===== src/rtl/uart_trx_ctrl.sv =====
// uart_trx_ctrl: task/event sequencer turning start/stop pulses into registered UART RX/TX enables
// Ports:
//   ck, arst                       clock, asynchronous active-high reset
//   uartEnable                     global enable; low forces both paths idle
//   taskStart{Rx,Tx}               1-cycle start pulses
//   taskStop{Rx,Tx,Trx}            1-cycle stop pulses (Trx stops both)
//   txBusy, rxBusy                 frame in progress on uart_tx / uart_rx
//   rxDataStall                    RX consumer back-pressure
//   uartRxEnable, uartTxEnable     path enables
//   rts_n                          request-to-send, active-low
//   eventReady{Rx,Tx}              1-cycle pulse: path started
//   event{Rx,Tx}Stopped            1-cycle pulse: path fully stopped
//   eventTxTimeout                 1-cycle pulse: TX drain forced to stop
module uart_trx_ctrl #(
  parameter int RX_GUARD_CYCLES = 16,
  parameter int TX_DRAIN_MAX    = 4096
) (
  input  logic ck,
  input  logic arst,
  input  logic uartEnable,
  input  logic taskStartRx,
  input  logic taskStartTx,
  input  logic taskStopRx,
  input  logic taskStopTx,
  input  logic taskStopTrx,
  input  logic txBusy,
  input  logic rxBusy,
  input  logic rxDataStall,
  output logic uartRxEnable,
  output logic uartTxEnable,
  output logic rts_n,
  output logic eventReadyRx,
  output logic eventReadyTx,
  output logic eventRxStopped,
  output logic eventTxStopped,
  output logic eventTxTimeout
);
  localparam int RXW = $clog2(RX_GUARD_CYCLES + 1);
  localparam int TXW = $clog2(TX_DRAIN_MAX + 1);
  localparam logic [1:0] TX_IDLE = 2'd0, TX_ACTIVE = 2'd1, TX_DRAIN = 2'd2;
  localparam logic [1:0] RX_IDLE = 2'd0, RX_ACTIVE = 2'd1, RX_GUARD = 2'd2;
  logic [1:0] r_tx_st, r_rx_st, w_tx_nxt, w_rx_nxt;
  logic [TXW-1:0] r_tx_cnt;
  logic [RXW-1:0] r_rx_cnt;
  logic w_stop_tx, w_stop_rx, w_tx_tmo, w_rx_done;
  assign w_stop_tx = taskStopTx | taskStopTrx;
  assign w_stop_rx = taskStopRx | taskStopTrx;
  assign w_tx_tmo  = (r_tx_st == TX_DRAIN) && txBusy && (r_tx_cnt == TXW'(TX_DRAIN_MAX - 1));
  assign w_rx_done = r_rx_cnt == RXW'(RX_GUARD_CYCLES - 1);
  // a stop pulse coinciding with a start from idle cancels it; uartEnable low overrides everything
  always_comb begin
    w_tx_nxt = !uartEnable              ? TX_IDLE :
               (r_tx_st == TX_IDLE)     ? ((taskStartTx && !w_stop_tx) ? TX_ACTIVE : TX_IDLE) :
               (r_tx_st == TX_ACTIVE)   ? (w_stop_tx ? (txBusy ? TX_DRAIN : TX_IDLE) : TX_ACTIVE) :
               (r_tx_st == TX_DRAIN)    ? ((!txBusy || w_tx_tmo) ? TX_IDLE : TX_DRAIN) :
                                          TX_IDLE;
    w_rx_nxt = !uartEnable              ? RX_IDLE :
               (r_rx_st == RX_IDLE)     ? ((taskStartRx && !w_stop_rx) ? RX_ACTIVE : RX_IDLE) :
               (r_rx_st == RX_ACTIVE)   ? (w_stop_rx ? RX_GUARD : RX_ACTIVE) :
               (r_rx_st == RX_GUARD)    ? ((w_rx_done && !rxBusy) ? RX_IDLE : RX_GUARD) :
                                          RX_IDLE;
  end
  // outputs are registered from the next-state decode so they line up with the state change
  always_ff @(posedge ck or posedge arst) begin
    if (arst) begin
      r_tx_st        <= TX_IDLE;
      r_rx_st        <= RX_IDLE;
      r_tx_cnt       <= '0;
      r_rx_cnt       <= '0;
      uartTxEnable   <= 1'b0;
      uartRxEnable   <= 1'b0;
      rts_n          <= 1'b1;
      eventReadyTx   <= 1'b0;
      eventReadyRx   <= 1'b0;
      eventTxStopped <= 1'b0;
      eventRxStopped <= 1'b0;
      eventTxTimeout <= 1'b0;
    end else begin
      r_tx_st        <= w_tx_nxt;
      r_rx_st        <= w_rx_nxt;
      r_tx_cnt       <= (r_tx_st == TX_DRAIN && w_tx_nxt == TX_DRAIN) ? r_tx_cnt + TXW'(1) : '0;
      // guard counter parks at its terminal value while rxBusy holds the path open
      r_rx_cnt       <= (r_rx_st == RX_GUARD && w_rx_nxt == RX_GUARD) ?
                        (w_rx_done ? r_rx_cnt : r_rx_cnt + RXW'(1)) : '0;
      uartTxEnable   <= w_tx_nxt != TX_IDLE;
      uartRxEnable   <= w_rx_nxt != RX_IDLE;
      rts_n          <= !(w_rx_nxt == RX_ACTIVE && !rxDataStall);
      eventReadyTx   <= (r_tx_st == TX_IDLE) && (w_tx_nxt == TX_ACTIVE);
      eventReadyRx   <= (r_rx_st == RX_IDLE) && (w_rx_nxt == RX_ACTIVE);
      eventTxStopped <= (r_tx_st != TX_IDLE) && (w_tx_nxt == TX_IDLE);
      eventRxStopped <= (r_rx_st != RX_IDLE) && (w_rx_nxt == RX_IDLE);
      eventTxTimeout <= uartEnable && w_tx_tmo;
    end
  end
endmodule

===== config.mk =====
export PLATFORM = sky130hd
export DESIGN_NAME = uart_trx_ctrl
export DESIGN_NICKNAME = d
export VERILOG_FILES = /design/src/rtl/uart_trx_ctrl.sv
export SDC_FILE = /design/constraint.sdc
export NUM_CORES = 1
export LEC_CHECK = 0
export ABC_AREA = 1
export BUFFER_PORTS_ARGS = -buffer_cell sky130_fd_sc_hd__buf_2
export CAP_MARGIN = 20
export CORE_ASPECT_RATIO = 0.9
export CORE_MARGIN = 5
export CORE_UTILIZATION = 40
export DETAILED_ROUTE_END_ITERATION = 6
export PLACE_DENSITY_LB_ADDON = 0.12
export SLEW_MARGIN = 0
export SYNTH_ARGS = -nofsm -noshare
export SYNTH_HDL_FRONTEND = slang
export SYNTH_SLANG_ARGS = --single-unit

===== constraint.sdc =====
create_clock -name ck -period 1.61 [get_ports ck]
set_input_delay 0 -clock ck [delete_from_list [all_inputs] [get_ports ck]]
set_output_delay 0 -clock ck [all_outputs]
set_load 0.05 [all_outputs]

==> results.md, run 1 <==
- Slew Limit Fails: 0
- Via density per instance: 4.54
- RSZ-0062 raised after global routing: yes
- DR WL/cell: 10.7 um
- DP Worst Slack: -0.0776 ns
- Number of detailed-route iterations in the first pass: 4
- Post-route worst setup slack: -0.0365 ns
- Ys Warns: 0
- Post-synth net total: 171
- Pwr/cell area: 824 nW/um2
- Pwr Total: 1.44 mW
- Register area share after synthesis: 54.2%
- Routed wl met3: 128 um
- Setup Viol. Count Final: 1
- Violated checks: setup timing
- Clock tree buffer depth: 2
- Die height: 65.9 um
- Max Clock Skew: 0.00470 ns
- Worst EP required: 1.82 ns
- Leading area contributor after synthesis: dfrtp_1
- Io pins: 19
- Net count, final: 205
- M1 WL: 1160 um
- Worst setup EP type: flop
- Hold Fails Final Rpt: 0
- Die width: 72.1 um
- #FFs+latches synth: 30
- Layout cells sized above 1: 28.4%
- Initial antenna violation count: 0
- Total GRT Usage: 12.8%
- N_diodes: 0
- Worst-path fanout max: 2
- Count leader, synth: nor2_1
- Switch share: 22.0%
- Average cell area after synthesis: 8.83 um2
- Area Overhead vs Synth: 26.0%
- Combinational share of power: 6.5%
- Via Count: 1063
- Crit path DAT: 1.86 ns
- Die ar.: 4740 um2
- CTS Sinks: 30
- Sw Pwr: 0.316 mW
- Drt drc: 0
- Register area: 752 um2
- Final WL: 2500 um
- Post-synth top flop: dfrtp_1
- Multi-input gate area: 594 um2
- Worst hold path type: in2reg
- Placed Area: 1540 um2
- Synthesized area: 1390 um2
- Clock network fraction of design power: 39.9%
- H-Tree Depth: 2
- Worst-Margin Slew: 0.409 ns
- Final min period: 1.65 ns
- Crit Path Category: reg2reg
- Number of global-route vias before repair: 1114
- Synth area leaders: dfrtp_1 52%, nor2_1 9.2%, nand2_1 6.8%
- Cell area after layout: 1750 um2
- Startpoint types: flop
- Inst Count DP: 221
- CTS tree: built
- Initial DRC Count: 18
- Met2 wire length: 1180 um
- Num CTS Buffers: 5
- Max layer used: met4
- Synth top area share: 52.3%
- Site row count: 20
- Slew headroom: 72.5%
- Root Driver: clkbuf_8
- Reg power frac: 53.5%
- Port Buffer Count: 18
- Grt ovf: 0
- Largest net degree at the start of global routing: 31
- First-pass GRT wire length: 4700 um
- Outcome: complete, but fails checks
- Yosys cell types: 23
- GPL Wtd Cong: 0.766
- Synthesized instance count: 157
- Worst-Skew Late Latency: 0.28 ns
- Async set or reset register ratio after synthesis: 100%
- Max cap viols: 0
- Fillers: 324
- Core area: 3350 um2
- Leakage: 0.849 nW
- Top post-synthesis cells by count: 34 x nor2_1, 29 x dfrtp_1, 25 x nand2_1, 23 x inv_1, 7 x xor2_1
- Number of synthesized flops with an enable pin: 0
- Crit-path slowest cell: dfrtp_1
- Non-filler cells, final: 234
- Top delay family on crit path: simple AND/OR/NAND/NOR gates
- Fin crit share: 102%
- Remaining antenna violation count after routing: 0
- VDD IR max: 0.527 mV
- Pint: 1.12 mW
- Crit-path cells: ha_4 -> nand2_2 -> nor2_2 -> ha_2 -> inv_2 -> or2_4 -> nand3_2 -> o31ai_2 -> nand2_1 -> nand2_2 -> nor2_2
- Worst-path clk slew: 0.06 ns
- Max incr delay on CP: 0.40 ns
- Buf+Inv Stages, Crit Path: 1
- Starting Density: 41.3%
- Max Clk Rate: 0.607 GHz
- DPL Wire Length: 1770 um
## layer usage
layer	GRT usage, %	vias up
li1	-	550
met1	15.3	490
met2	21.2	18
met3	4.86	5
met4	4.23	0
met5	0	-
## state kept, by name, summed over array words and instances, names as in the netlist, 2 cells and up
| register | cells |
|---|---|
| r_tx_cnt | 13 |
| r_rx_cnt | 5 |
| r_rx_st | 2 |
| r_tx_st | 2 |
## tightest hold or removal path: stages
cell     delay [ns]
buf_2          0.11
nand2_1        0.08
inv_1          0.06
## metrics by stage
step / utilization, % / hold slack, ns / TNS (ns)
final: 52.1 / 0.0127 / -0.0365
after global placement: 46.0 / 0.0918 / 0
after CTS: 50.2 / -0.0129 / -0.00222
after detailed placement: 46.0 / 0.0993 / -0.184
after global routing: 52.1 / 0.0345 / -0.596
after floorplan: - / 0.0901 / 0
## power by group through the flow
stage	Combinational [mW]	Sequential [mW]	Clock [mW]
after floorplan	0.0298	0.808	0
after global placement	0.0848	0.783	0
after detailed placement	0.0861	0.783	0
after CTS	0.0923	0.770	0.605
after global routing	0.106	0.771	0.647
final	0.0938	0.770	0.575
## cells by family after synthesis
family	after synthesis	share of synthesized area, %
xor+xnor	10	6.32
simple gates	83	26.9
compound gates	6	2.53
flops	30	54.2
buf+inv	25	7.31
fa+ha+maj	3	2.71
## area by class of cell
class | instances | area share, %
Clock buffer | 6 | 4.73
Timing Repair Buffer | 28 | 9.89
Sequential cell | 30 | 43.1
Multi-Input combinational cell | 102 | 34.0
Tap cell | 44 | 3.15
Inverter | 24 | 5.16
## cell usage in the layout, fill, tap and decap left out, types with 4 or more instances in the layout
master / n
nor2_1: 31
dfrtp_1: 29
nand2_1: 23
inv_1: 22
buf_2: 18
xor2_1: 7
buf_4: 7
nor3_1: 6
clkbuf_8: 6
nand3_1: 4
nand2_2: 4
## final timing paths
check	to	slack (ns)	startpoint	cells after the start
worst min register to register	r_tx_cnt[0]$_DFF_PP0_	0.46	r_tx_cnt[0]$_DFF_PP0_	1
worst max register to register	eventRxStopped$_DFF_PP0_	-0.04	r_rx_cnt[1]$_DFFE_PP0P_	11
worst max-delay path	eventRxStopped$_DFF_PP0_	-0.04	r_rx_cnt[1]$_DFFE_PP0P_	11
max in group asynchronous	rts_n$_DFF_PP1_	0.96	arst	4
worst min-delay path	r_rx_st[1]$_DFF_PP0_	0.01	uartEnable	3
min in group asynchronous	r_rx_cnt[3]$_DFFE_PP0P_	0.33	arst	4
## what timing repair did
item	in CTS	in global routing
endpoints found under the hold margin	32	0
hold buffers	3	0
resized for setup	3	13
pin swaps	1	9
buffers inserted	3	2
endpoints found under the setup margin	8	21
No activity file was read; power rests on OpenSTA's default activity.
==> run 2, diff against run 1 <==
--- a/config.mk
+++ b/config.mk
@@ -13,6 +13,7 @@
 export CORE_UTILIZATION = 40
 export DETAILED_ROUTE_END_ITERATION = 6
 export PLACE_DENSITY_LB_ADDON = 0.12
+export RECOVER_POWER = 25
 export SLEW_MARGIN = 0
 export SYNTH_ARGS = -nofsm -noshare
 export SYNTH_HDL_FRONTEND = slang
==> run 2 against run 1 <==
Net effect: global-route usage is the same; hold slack unchanged; sequential power is essentially flat; sequential share of layout area rose by 0.062 points; clock power is essentially flat; the run still ends with setup timing left; critical path depth did not move; combinational power shrank 0.9%; utilization shrank 0.075 points; total power is essentially flat; first-iteration DRC count is the same; clock-buffer cell count unchanged; largest power group unchanged; clock skew unchanged; critical endpoint unchanged.
==> results.md, run 2 (synthesis results as in run 1) <==
- Layout cells sized above 1: 28.4%
- Starting Density: 41.3%
- Largest register by flop count: r_tx_cnt
- Via density per instance: 4.54
- Pwr/cell area: 825 nW/um2
- Max FFs per register: 13
- Area Overhead vs Synth: 25.8%
- Setup Viol. Count Final: 1
- Largest net degree at the start of global routing: 31
- Worst-path fanout max: 2
- Worst-Skew Late Latency: 0.28 ns
- Remaining antenna violation count after routing: 0
- Port Buffer Count: 18
- Fin crit share: 102%
- Cell area after layout: 1740 um2
- Max cap viols: 0
- N_diodes: 0
- Die ar.: 4740 um2
- Site row count: 20
- Total GRT Usage: 12.8%
- Final min period: 1.65 ns
- Die width: 72.1 um
- Leakage: 0.849 nW
- Worst-Margin Slew: 0.734 ns
- Commonest non-fill, non-tap cell in the layout: nor2_1
- Max Clock Skew: 0.00470 ns
- Net count, final: 205
- First-pass GRT wire length: 4700 um
- R2R Path End: eventRxStopped$_DFF_PP0_
- Startpoint types: flop
- Critical path destination: eventRxStopped$_DFF_PP0_
- Reg2Reg Depth: 11
- Top flop regs: r_tx_cnt (13), r_rx_cnt (5)
- DPL Wire Length: 1770 um
- Slew Limit Fails: 0
- Hold WS: 0.0127 ns
- Number of global-route vias before repair: 1114
- DP Worst Slack: -0.0776 ns
- Initial DRC Count: 18
- Total negative slack: -0.0365 ns
- Final WL: 2500 um
- Max Clk Rate: 0.607 GHz
- Initial antenna violation count: 0
- Pwr Total: 1.44 mW
- Num CTS Buffers: 5
- Violated checks: setup timing
- Outcome: complete, but fails checks
- Worst hold path type: in2reg
- Number of detailed-route iterations in the first pass: 4
- Worst EP required: 1.82 ns
- Io pins: 19
- Critical Path Start: r_rx_cnt[1]$_DFFE_PP0P_
- RSZ-0062 raised after global routing: yes
- Crit Path Category: reg2reg
- Non-filler cells, final: 234
- CTS tree: built
- Utilization of the core after routing: 52.0%
- Drt drc: 0
- Worst-path clk slew: 0.06 ns
- Die height: 65.9 um
- Post-route worst setup slack: -0.0365 ns
- Hold Startpoint: uartEnable
- Placed Area: 1540 um2
- Grt ovf: 0
- CTS Sinks: 30
- H-Tree Depth: 2
- Crit path DAT: 1.86 ns
- DR WL/cell: 10.7 um
- Core area: 3350 um2
- Clock tree buffer depth: 2
- Worst reg2reg path startpoint: r_rx_cnt[1]$_DFFE_PP0P_
- Root Driver: clkbuf_8
- Most frequent cells in the layout: 31 x nor2_1, 29 x dfrtp_1, 23 x nand2_1
- Hold Fails Final Rpt: 0
- Inst Count DP: 221
- GPL Wtd Cong: 0.766
- Slew headroom: 51.1%
- VDD IR max: 0.527 mV
- R2R setup slack: -0.04 ns
- Via Count: 1063
- Worst setup EP type: flop
run 2: changes by cell type in the layout (fill, tap and decap cells not counted), sizes merged:
cell / previous run / this run
buf: 25 / 24
clkbuf: 6 / 7
run 2: per-layer routing:
layer / up-vias / share of wire [%] / track usage (%)
met1: 490 / 46 / 15.3
met3: 5 / 5.1 / 4.86
li1: 550 / - / -
met5: - / 0 / 0
met4: 0 / 1.4 / 4.23
met2: 18 / 47 / 21.2
run 2: area by class of cell:
type,count,area (um2)
clock buffer,6,82.6
fill,324,1610
inverter,24,90.1
multi-input combinational,102,594
sequential,30,752
tap,44,55.1
timing repair buffer,28,170
run 2: timing repair:
action	in CTS	in global routing
gates cloned	0	0
gates resized for setup	3	13
endpoints found under the setup margin	8	21
buffers inserted	3	2
pin swaps	1	9
hold buffers	3	0
endpoints found under the hold margin	32	0
run 2: worst min-delay path by stage:
stage | endpoint | slack (ns) | cells after the start
after CTS | r_rx_st[1]$_DFF_PP0_ | -0.01 | 3
after global placement | r_rx_cnt[3]$_DFFE_PP0P_ | 0.09 | 3
after global routing | r_rx_st[1]$_DFF_PP0_ | 0.03 | 3
after floorplan | eventReadyRx$_DFF_PP0_ | 0.09 | 1
after detailed placement | eventRxStopped$_DFF_PP0_ | 0.1 | 3
final | r_rx_st[1]$_DFF_PP0_ | 0.01 | 3
run 2: worst max-delay path: stages (launching register included):
cell and delay, ns:
dfrtp_1 0.40, ha_4 0.16, nand2_2 0.05, nor2_2 0.11, ha_2 0.19, inv_2 0.04
or2_4 0.24, nand3_2 0.06, o31ai_2 0.06, nand2_1 0.10, nand2_2 0.07, nor2_2 0.10
run 2: power breakdown:
part	leakage, nW	switching (mW)	internal, mW	total [mW]
Combinational	0.392	0.0640	0.0290	0.0930
Clock	0.0431	0.246	0.328	0.575
Sequential	0.413	0.00580	0.765	0.770
Total	0.849	0.316	1.12	1.44
==> run 3, diff against run 2 <==
--- a/config.mk
+++ b/config.mk
@@ -10,7 +10,7 @@
 export CAP_MARGIN = 20
 export CORE_ASPECT_RATIO = 0.9
 export CORE_MARGIN = 5
-export CORE_UTILIZATION = 40
+export CORE_UTILIZATION = 50
 export DETAILED_ROUTE_END_ITERATION = 6
 export PLACE_DENSITY_LB_ADDON = 0.12
 export RECOVER_POWER = 25
==> run 3 against run 2 <==
Net effect: the run now ends clean; total power down 7.8%; final cell count down 3.8%; clock-buffer cell count up 2; critical endpoint unchanged; largest cell class unchanged; largest power group unchanged.
==> results.md, run 3 (synthesis results as in run 1) <==
- Worst setup EP type: flop
- Slew headroom: 51.3%
- R2R setup slack: 0.03 ns
- Die height: 60.0 um
- Core area: 2700 um2
- Worst hold path type: in2reg
- Worst EP required: 1.88 ns
- Initial antenna violation count: 0
- Startpoint types: flop
- VDD IR max: 0.626 mV
- Via density per instance: 5.03
- Number of global-route vias before repair: 1068
- Initial DRC Count: 23
- Leakage: 0.851 nW
- Largest net degree at the start of global routing: 31
- CTS Sinks: 30
- Total negative slack: 0 ns
- Num CTS Buffers: 5
- Hold Fails Final Rpt: 0
- Slew Limit Fails: 0
- Outcome: completed
- Port Buffer Count: 18
- Max Clk Rate: 0.635 GHz
- Number of detailed-route iterations in the first pass: 4
- H-Tree Depth: 2
- Critical Path Start: r_rx_cnt[1]$_DFFE_PP0P_
- Max Clock Skew: 0.00877 ns
- Pwr/cell area: 770 nW/um2
- Final min period: 1.58 ns
- GPL Wtd Cong: 0.769
- Setup Viol. Count Final: 0
- First-pass GRT wire length: 4590 um
- Fin crit share: 97.9%
- Crit Path Category: reg2reg
- Reg2Reg Depth: 11
- Max FFs per register: 13
- Max cap viols: 0
- Hold Startpoint: taskStopRx
- Site row count: 18
- Layout cells sized above 1: 28.7%
- Die width: 65.5 um
- Worst-path fanout max: 2
- N_diodes: 0
- Root Driver: clkbuf_4
- Placed Area: 1530 um2
- Worst-Margin Slew: 0.730 ns
- Die ar.: 3930 um2
- Via Count: 1132
- Worst reg2reg path startpoint: r_rx_cnt[1]$_DFFE_PP0P_
- Io pins: 19
- Total GRT Usage: 15.9%
- Starting Density: 51.3%
- Worst-path clk slew: 0.09 ns
- Top flop regs: r_tx_cnt (13), r_rx_cnt (5)
- Grt ovf: 0
- Worst-Skew Late Latency: 0.33 ns
- DPL Wire Length: 1860 um
- Most frequent cells in the layout: 32 x nor2_1, 29 x dfrtp_1, 22 x inv_1, 22 x nand2_1, 18 x buf_2
- Net count, final: 208
- Final WL: 2740 um
- Critical path destination: eventRxStopped$_DFF_PP0_
- Commonest non-fill, non-tap cell in the layout: nor2_1
- Drt drc: 0
- Area Overhead vs Synth: 24.2%
- CTS tree: built
- Clock tree buffer depth: 2
- Cell area after layout: 1720 um2
- Largest register by flop count: r_tx_cnt
- R2R Path End: eventRxStopped$_DFF_PP0_
- RSZ-0062 raised after global routing: yes
- Remaining antenna violation count after routing: 0
- DR WL/cell: 12.2 um
- Crit path DAT: 1.84 ns
==> run 3: through the flow <==
step           power, mW  hold WS [ns]  setup slack, ns  util (%)  instances
2_1_floorplan      0.838        0.0901           0.0488         -        157
3_3_place_gp       0.867        0.0868           0.0384      56.7        208
3_5_place_dp       0.870        0.0930          -0.0498      56.7        208
4_1_cts             1.34        0.0261           0.0177      61.3        223
5_1_grt             1.40        0.0600           -0.109      63.7        225
6_report            1.33        0.0454           0.0340      63.7        225
==> run 3: power breakdown <==
group	total [mW]	internal (mW)	leakage (nW)	switching, mW
sequential	0.769	0.763	0.413	0.00553
clock	0.462	0.215	0.0326	0.247
combinational	0.0952	0.0299	0.405	0.0653
total	1.33	1.01	0.851	0.318
==> run 3: critical path: stages (launching register included) <==
cell     delay [ns]
dfrtp_1        0.37
ha_2           0.19
nand2_2        0.06
nor2_2         0.08
ha_2           0.19
inv_2          0.04
or2_1          0.22
nand3_1        0.08
o31ai_1        0.07
nand2_1        0.09
nand2_2        0.06
nor2_1         0.08
==> run 3: area by class of cell <==
cell class / instances / area, um2
fillers: 233 / 981
flip-flops and latches: 30 / 752
well taps: 30 / 37.5
clock buffers: 8 / 58.8
inverters: 24 / 90.1
repair buffers: 30 / 188
multi-input cells: 103 / 596
==> run 3: how the worst min path moves through the flow <==
stage          cells past startpoint  slack, ns                      end
6_report                           4       0.05     r_rx_st[0]$_DFF_PP0_
5_1_grt                            4       0.06     r_rx_st[0]$_DFF_PP0_
4_1_cts                            4       0.03     r_rx_st[0]$_DFF_PP0_
3_5_place_dp                       3       0.09  r_rx_cnt[3]$_DFFE_PP0P_
3_3_place_gp                       3       0.09  r_rx_cnt[3]$_DFFE_PP0P_
2_1_floorplan                      1       0.09   eventReadyRx$_DFF_PP0_
==> run 3: metal layers <==
metal	part of all wire (%)	track usage [%]	wire length, um	vias to the layer above
met5	0	0	0	-
met4	1.7	6.21	46	0
met3	5.5	6.95	152	6
met2	50	26.8	1360	21
met1	43	18.0	1180	544
li1	-	-	-	561
==> run 3: what timing repair did <==
item	CTS	global route
setup buffers	3	1
pin swaps	1	2
setup endpoints to repair	7	21
hold buffers	4	0
hold endpoints to repair	34	0
gates resized for setup	1	14
cloned	0	1
